===== src/rtl/bit_serial_alu_ctrl_if.sv =====
// Request/response bundle of the bit-serial ALU sequencer: operands and opcode in,
// word-level result and flags out.
interface bit_serial_alu_ctrl_if #(
  parameter int WIDTH = 8
);
  logic             start;
  logic [2:0]       opcode;
  logic [WIDTH-1:0] a;
  logic [WIDTH-1:0] b;
  logic             carryin;
  logic             busy;
  logic             done;
  logic [WIDTH-1:0] result;
  logic             carryout;
  logic             zero;
  logic             greater;
  logic             err;

  modport master (
    output start, opcode, a, b, carryin,
    input  busy, done, result, carryout, zero, greater, err
  );

  modport slave (
    input  start, opcode, a, b, carryin,
    output busy, done, result, carryout, zero, greater, err
  );
endinterface


===== src/rtl/bit_serial_alu_ctrl.sv =====
// Runs a WIDTH-bit ADD/SUB/logic operation through an external 1-bit ALU, LSB first,
// one bit per clock, and assembles the word result plus carry, zero and a>b flags.
module bit_serial_alu_ctrl #(
  parameter int WIDTH = 8
) (
  input  logic                clk,
  input  logic                reset,
  bit_serial_alu_ctrl_if.slave bus,
  output logic [2:0]          alu_opcode,
  output logic                alu_input1,
  output logic                alu_input2,
  output logic                alu_carryin,
  input  logic                alu_out,
  input  logic                alu_carryout,
  input  logic                alu_flag2
);

  localparam int CW = $clog2(WIDTH);
  localparam logic [CW-1:0] LAST = CW'(WIDTH - 1);

  localparam logic [1:0] IDLE = 2'd0;
  localparam logic [1:0] RUN  = 2'd1;
  localparam logic [1:0] DONE = 2'd2;

  localparam logic [2:0] OP_NOR = 3'b101;

  logic [1:0]       state;
  logic [WIDTH-1:0] sa;
  logic [WIDTH-1:0] sb;
  logic [2:0]       op;
  logic             carry;
  logic [CW-1:0]    cnt;
  logic             gt;
  logic             nz;

  logic             arith;
  logic             gt_nxt;
  logic             nz_nxt;
  logic [WIDTH-1:0] res_nxt;

  assign alu_opcode  = op;
  assign alu_input1  = sa[0];
  assign alu_input2  = sb[0];
  assign alu_carryin = carry;

  // ADD (000) and SUB (001) are the only ops that propagate a carry/borrow.
  assign arith = (op[2:1] == 2'b00);

  // gt is decided by the most significant differing bit, which arrives last.
  always_comb begin
    gt_nxt  = gt;
    if (alu_flag2)
      gt_nxt = 1'b1;
    else if (!sa[0] && sb[0])
      gt_nxt = 1'b0;
    nz_nxt  = nz | alu_out;
    res_nxt = {alu_out, bus.result[WIDTH-1:1]};
  end

  always_ff @(posedge clk) begin
    if (reset) begin
      state        <= IDLE;
      sa           <= '0;
      sb           <= '0;
      op           <= '0;
      carry        <= 1'b0;
      cnt          <= '0;
      gt           <= 1'b0;
      nz           <= 1'b0;
      bus.busy     <= 1'b0;
      bus.done     <= 1'b0;
      bus.result   <= '0;
      bus.carryout <= 1'b0;
      bus.zero     <= 1'b0;
      bus.greater  <= 1'b0;
      bus.err      <= 1'b0;
    end else begin
      case (state)
        IDLE: begin
          if (bus.start) begin
            if (bus.opcode <= OP_NOR) begin
              sa         <= bus.a;
              sb         <= bus.b;
              op         <= bus.opcode;
              carry      <= (bus.opcode[2:1] == 2'b00) ? bus.carryin : 1'b0;
              cnt        <= '0;
              gt         <= 1'b0;
              nz         <= 1'b0;
              bus.result <= '0;
              bus.err    <= 1'b0;
              bus.busy   <= 1'b1;
              state      <= RUN;
            end else begin
              bus.result   <= '0;
              bus.carryout <= 1'b0;
              bus.greater  <= 1'b0;
              bus.zero     <= 1'b1;
              bus.err      <= 1'b1;
              bus.done     <= 1'b1;
              state        <= DONE;
            end
          end
        end

        RUN: begin
          sa         <= sa >> 1;
          sb         <= sb >> 1;
          bus.result <= res_nxt;
          gt         <= gt_nxt;
          nz         <= nz_nxt;
          if (arith)
            carry <= alu_carryout;
          cnt <= cnt + 1'b1;
          if (cnt == LAST) begin
            bus.busy     <= 1'b0;
            bus.done     <= 1'b1;
            bus.carryout <= arith ? alu_carryout : 1'b0;
            bus.zero     <= ~nz_nxt;
            bus.greater  <= gt_nxt;
            state        <= DONE;
          end
        end

        DONE: begin
          bus.done <= 1'b0;
          state    <= IDLE;
        end

        default: state <= IDLE;
      endcase
    end
  end

endmodule


===== src/flat_wrapper.sv =====
// flat-port wrapper written by rule: the top's interface ports become plain ports
module bit_serial_alu_ctrl_flat 
#(
  parameter int WIDTH = 8
)
  (clk, reset, alu_opcode, alu_input1, alu_input2, alu_carryin, alu_out, alu_carryout, alu_flag2, bus_start, bus_opcode, bus_a, bus_b, bus_carryin, bus_busy, bus_done, bus_result, bus_carryout, bus_zero, bus_greater, bus_err);
  bit_serial_alu_ctrl_if #(.WIDTH(WIDTH)) bus_i ();
  input  logic clk;
  input  logic reset;
  output logic [2:0] alu_opcode;
  output logic alu_input1;
  output logic alu_input2;
  output logic alu_carryin;
  input  logic alu_out;
  input  logic alu_carryout;
  input  logic alu_flag2;
  input wire logic [$bits(bus_i.start)-1:0] bus_start;
  input wire logic [$bits(bus_i.opcode)-1:0] bus_opcode;
  input wire logic [$bits(bus_i.a)-1:0] bus_a;
  input wire logic [$bits(bus_i.b)-1:0] bus_b;
  input wire logic [$bits(bus_i.carryin)-1:0] bus_carryin;
  output wire logic [$bits(bus_i.busy)-1:0] bus_busy;
  output wire logic [$bits(bus_i.done)-1:0] bus_done;
  output wire logic [$bits(bus_i.result)-1:0] bus_result;
  output wire logic [$bits(bus_i.carryout)-1:0] bus_carryout;
  output wire logic [$bits(bus_i.zero)-1:0] bus_zero;
  output wire logic [$bits(bus_i.greater)-1:0] bus_greater;
  output wire logic [$bits(bus_i.err)-1:0] bus_err;
  assign bus_i.start = bus_start;
  assign bus_i.opcode = bus_opcode;
  assign bus_i.a = bus_a;
  assign bus_i.b = bus_b;
  assign bus_i.carryin = bus_carryin;
  assign bus_busy = bus_i.busy;
  assign bus_done = bus_i.done;
  assign bus_result = bus_i.result;
  assign bus_carryout = bus_i.carryout;
  assign bus_zero = bus_i.zero;
  assign bus_greater = bus_i.greater;
  assign bus_err = bus_i.err;
  bit_serial_alu_ctrl #(.WIDTH(WIDTH)) u_core (.clk(clk), .reset(reset), .bus(bus_i), .alu_opcode(alu_opcode), .alu_input1(alu_input1), .alu_input2(alu_input2), .alu_carryin(alu_carryin), .alu_out(alu_out), .alu_carryout(alu_carryout), .alu_flag2(alu_flag2));
endmodule

===== config.mk =====
export PLATFORM = sky130hd
export DESIGN_NAME = bit_serial_alu_ctrl_flat
export DESIGN_NICKNAME = d
export VERILOG_FILES = /design/src/rtl/bit_serial_alu_ctrl_if.sv /design/src/rtl/bit_serial_alu_ctrl.sv /design/src/flat_wrapper.sv
export SDC_FILE = /design/constraint.sdc
export NUM_CORES = 1
export LEC_CHECK = 0
export CAP_MARGIN = 30
export CORE_MARGIN = 5
export CORE_UTILIZATION = 40
export CTS_BUF_LIST = sky130_fd_sc_hd__clkbuf_4 sky130_fd_sc_hd__clkbuf_8
export CTS_CLUSTER_DIAMETER = 40
export DETAILED_ROUTE_END_ITERATION = 16
export PLACE_DENSITY = 0.71
export SYNTH_ARGS = -nofsm -noshare
export SYNTH_HDL_FRONTEND = slang
export SYNTH_SLANG_ARGS = --single-unit

===== constraint.sdc =====
create_clock -name clk -period 1.4 [get_ports clk]
set_input_delay 0.28 -clock clk [delete_from_list [all_inputs] [get_ports clk]]
set_output_delay 0.28 -clock clk [all_outputs]
set_load 0.1 [all_outputs]

# After elaboration in Yosys (flattened, before gate mapping)
# Cells that the tools add are included.
# totals
regBits	41
in_bits	26
out_inout_bits	20
# classes
n_addsub	1
order_cmp	1
n_eq_ne	8
muxes	44
bitwise	2
reduce_logical	16
# ops
cell	n
one-hot mux 8 bit (2 select lines)	3
2-to-1 mux 8 bit	5
2-to-1 mux 1 bit	21
AND reduction 4 bit	4
one-hot mux 1 bit (2 select lines)	7
logical NOT 2 bit	3
2-to-1 mux 2 bit	3
2-to-1 mux 3 bit	2
inequality test 2 x 1 -> 1 bit, second input constant	3
one-hot mux 3 bit (2 select lines)	1
AND reduction 2 bit	3
AND reduction 3 bit	2
inequality test 2 bit, second input constant	2
one-hot mux 2 bit (2 select lines)	1
adder 3 x 1 -> 3 bit, second input constant	1
equality test 3 bit, second input constant	1
less-or-equal comparator 3 bit, second input constant	1
one-hot mux 1 bit (3 select lines)	1
nonzero test 3 bit	1
equality test 2 x 1 -> 1 bit, second input constant	1
equality test 2 bit, second input constant	1
nonzero test 2 bit	1
logical AND 1 bit	1
logical NOT 1 bit	1
other kinds (2)	2

# Logic depth before layout (Yosys ltp)
# depth
ltp_word	6
mapped_depth	6

# Worst setup path before layout
# Ideal clock, no wire load.
# synth_path
path_type	register to register
start	register u_core.op[1] (netlist: u_core.alu_opcode[1])
end	register u_core.carry (netlist: u_core.alu_carryin)
t_arrival_ps	1505
required_ps	1314
path_slack_ps	-190
path_stages_with_launch	5
cell_sequence	dfxtp_1 > nor2_1 > nand2_1 > o221ai_1 > a211oi_1
# synth_via
elab_chain_cells	3
# synth_rtl
item	line_no	source
start, declared	bit_serial_alu_ctrl.sv:30	logic [2:0] op;
start signal, assigned	bit_serial_alu_ctrl.sv:84	op <= bus.opcode;
logical NOT 2 bit	bit_serial_alu_ctrl.sv:47	assign arith = (op[2:1] == 2'b00);
inequality test 2 x 1 -> 1 bit (no line)	n/a	
AND reduction 4 bit (no line)	n/a	
end signal, assigned	bit_serial_alu_ctrl.sv:85	carry <= (bus.opcode[2:1] == 2'b00) ? bus.carryin : 1'b0;
end signal, assigned	bit_serial_alu_ctrl.sv:112	carry <= alu_carryout;
end, declared	bit_serial_alu_ctrl.sv:31	logic carry;
# Every way passes these cells.
# A chain may end at the register's enable or synchronous reset.

# Worst setup path after layout
# layout_path
start	register u_core.state[0]
end	register u_core.sa[7]
# layout_via
elab_chain_cells	3
# layout_rtl
item	line_no	source
start, declared	bit_serial_alu_ctrl.sv:27	logic [1:0] state;
start signal, assigned	bit_serial_alu_ctrl.sv:62	state <= IDLE;
start signal, assigned	bit_serial_alu_ctrl.sv:92	state <= RUN;
start signal, assigned	bit_serial_alu_ctrl.sv:100	state <= DONE;
logical NOT 2 bit or equality test 2 x 1 -> 1 bit (tied branches)	bit_serial_alu_ctrl.sv:78	case (state)
inequality test 2 x 1 -> 1 bit (no line), or another cell as far along	n/a	
AND reduction 3 bit (no line)	n/a	
end signal, assigned	bit_serial_alu_ctrl.sv:82	sa <= bus.a;
end signal, assigned	bit_serial_alu_ctrl.sv:106	sa <= sa >> 1;
end, declared	bit_serial_alu_ctrl.sv:28	logic [WIDTH-1:0] sa;
# Parallel ways exist; a longest one is shown, timed or not.

==> results.md <==
* Worst r2r src: u_core.state[0]
* PD cells at 1125 nW/um^2
* Post-synth EDFFs at 0
* Critical path startpoint category: flop
* Final Setup Violations at 0
* Hold crit path type: reg2reg
* Root Buffer Master: clkbuf_8
* Die height at 74.62 microns
* Worst Setup End Kind: flop
* Most common cell after layout, fill and taps aside: nor2_1
* Placement Setup Slack at -0.2901 ns
* Switching Share at 28.66%
* Clock H-tree levels at 2
* GR Overflow Total at 0
* Final core utilization at 66.96%
* Max-slew headroom at 75.67%
* Critical path, cell by cell: nor2b_4 > buf_4 > a31oi_2 > buf_4 > a22oi_1 > nor2_1
* CP required at 1.58 ns
* Global-route wire length before repair at 6203 microns
* Combinational group share of total power at 23.9%
* Fin crit share at 96.21%
* Die area at 5568 sq um
* Starting Density at 41.46%
* Initial antenna violation count at 0
* Status: finished, final reports clean
* DR pass1 iterations at 4
* Share of cells above drive strength 1 at 28.57%
* Clock network fraction of total power at 33.1%
* Critical R2R Capture: u_core.sa[7]
* Yosys top cell area share at 49.14%
* Post-synthesis register bit count at 41
* CP Class: reg2reg
* CP max FO at 6
* Routability cong. at 0.7891
* Top_reg_cell synth: dfxtp_1
* Largest net degree at the start of global routing at 28
* Post-Synthesis Cells at 178
* Layout fillers at 320
* Slew @ Worst Pin at 0.3648 ns
* Worst hold path startpoint: u_core.gt
* Final Hold Fails at 0
* # DRC at 0
* DRT iter0 DRCs at 45
* Minimum clock period at 1.347 ns
* Asr flop ratio synth at 0%
* Leading area contributor after synthesis: dfxtp_1
* Sequential element share of the synthesized area at 49.14%
* Setup Skew at 0.008799 ns
* Die width at 74.62 microns
* PortBufs at 45
* Synth area leaders: dfxtp_1 49%, nor2_1 9.2%, mux2i_1 9.0%, a211oi_1 6.7%, a22oi_1 5.4%
* Post-CTS Hold Buffers at 0
* Post-DR vias/cell at 5.052
* Mean routed wirelength per cell at 13.51 microns
* Core ar. at 4029 sq um
* Worst-path clk slew at 0.08 ns
* Final Slew Violations at 0
* Antenna diode count at 0
* Pint at 2165 uW
* Vias in the first global route at 1367
* HPWL after DPL at 2772 microns
* Avg Cell Area, Syn at 9.384 sq um
* Worst-Skew Late Latency at 0.30 ns
* Max Cap Violations at 0
* Pwr Total at 3034 uW
* Syn. warnings at 0
* CTS tree: yes
* Longest Clk Path Bufs at 2
* Reg2reg path depth at 6
* VDD IR max at 0.0007978 V
* Final Non-Filler Cells at 288
* CP dominant cell by count: buf_4
* Sink Count at 41
* Std-Cell Rows at 23
* Slowest cell delay on critical path at 0.38 ns
* Worst path top cell family by delay: flip-flops
* Via count at 1455
* Synth Net Count at 206
* Reg power frac at 43.0%
* Total GRT Usage at 14.73%
* Io pins at 46
* Post-synthesis cell area at 1670 sq um
* Placed Area at 2494 sq um
* Worst EP arrival at 1.53 ns
* P_leak at 0.001033 uW
* Slowest cell on the critical path: dfxtp_4
* Fin nets at 265
* Final setup margin at 0.05308 ns
* Area Overhead vs Synth at 61.50%
* Antenna-violating nets left at 0
* Post-route cell area at 2698 sq um
* Num CTS Buffers at 5
* WHS Endpoint: u_core.gt
* WP buf/inv at 2
* Routed WL at 3890 microns
* Cells after DPL at 277
* Switching power at 869.5 uW
* Hold path depth at 2
* Most frequent cells in the layout: 40 x nor2_1, 33 x dfxtp_1, 24 x buf_12
* Max Clk Rate at 742.4 MHz
* Flop2flop setup slack at 0.05 ns
* Yosys cell types at 30
[synthesized netlist by cell type (2+ instances only)]
cell,instances
dfxtp_1,41
nor2_1,41
a211oi_1,15
mux2i_1,15
a22oi_1,12
a21oi_1,7
nand2_1,6
clkbuf_1,5
nor3_1,5
buf_2,3
buf_4,3
inv_1,3
o21ai_0,3
ha_1,2
nor3b_1,2
[cell families after synthesis]
logic type | Yosys count | share of synthesized area, %
AND/OR/NAND/NOR | 59 | 15.36
adder cells (fa/ha/maj) | 2 | 1.498
flip-flops | 41 | 49.14
AO/OA/AOI/OAI | 46 | 20.30
buffers and inverters | 15 | 4.719
multiplexers | 15 | 8.989
[through the flow]
step | hold slack (ns) | TNS, ns
after floorplan | 0.4272 | 0
after global placement | 0.4394 | -7.871
after detailed placement | 0.4483 | -9.262
after CTS | 0.4587 | 0
after global routing | 0.4890 | -0.00001976
final | 0.4575 | 0
[tightest hold or removal path, cell delays in order (launching register included)]
cell	delay, ns
dfxtp_1	0.31
nand2_1	0.05
a21oi_1	0.05
[layer usage]
layer,part of all wire [%],global-route usage (%)
met1,44,18.44
met2,50,23.51
met3,4.7,5.607
met4,1.4,4.743
met5,0,0
[worst max-delay path by stage]
stage,from,end,depth (start not counted)
floorplan,u_core.alu_carryin,u_core.alu_carryin,2
global placement,bus_start,u_core.alu_opcode[0],5
global route,bus_opcode[2],u_core.sa[7],7
CTS,bus_start,u_core.sa[7],6
detailed placement,bus_start,u_core.alu_opcode[0],5
finish,u_core.state[0],u_core.sa[7],6
[cell type report]
cell class / instances / area, sq um / area share (%)
clock inverter: 2 / 37.54 / 1.391
clock buffer: 6 / 82.58 / 3.061
sequential: 41 / 833.3 / 30.89
inverter: 3 / 11.26 / 0.4174
multi-input combinational: 122 / 814.5 / 30.19
tap: 50 / 62.56 / 2.319
timing repair buffer: 64 / 855.8 / 31.73
[flip-flops by register name, indices dropped and copies added, names as in the netlist]
register and count:
u_core.bus.result 8, u_core.alu_opcode 3, u_core.cnt 3, u_core.bus.zero 1, u_core.bus.greater 1, u_core.sb 8
u_core.alu_carryin 1, u_core.bus.err 1, u_core.bus.carryout 1, u_core.bus.busy 1, u_core.gt 1, u_core.sa 8
u_core.nz 1, u_core.state 2, u_core.bus.done 1
[power by group through the flow]
| stage | Sequential [uW] | Combinational [uW] | Clock (uW) |
|---|---|---|---|
| 5_1_grt | 1320 | 774 | 1090 |
| 6_report | 1310 | 725 | 1000 |
| 4_1_cts | 1300 | 707 | 1020 |
| 3_5_place_dp | 1330 | 700 | 0 |
| 3_3_place_gp | 1330 | 694 | 0 |
| 2_1_floorplan | 1480 | 258 | 0 |
[timing repair]
item | CTS | global route
pin swaps | 0 | 3
buffers inserted | 0 | 3
gates resized for setup | 3 | 16
setup endpoints to repair | 11 | 33
(Power assumes the default switching activity.)
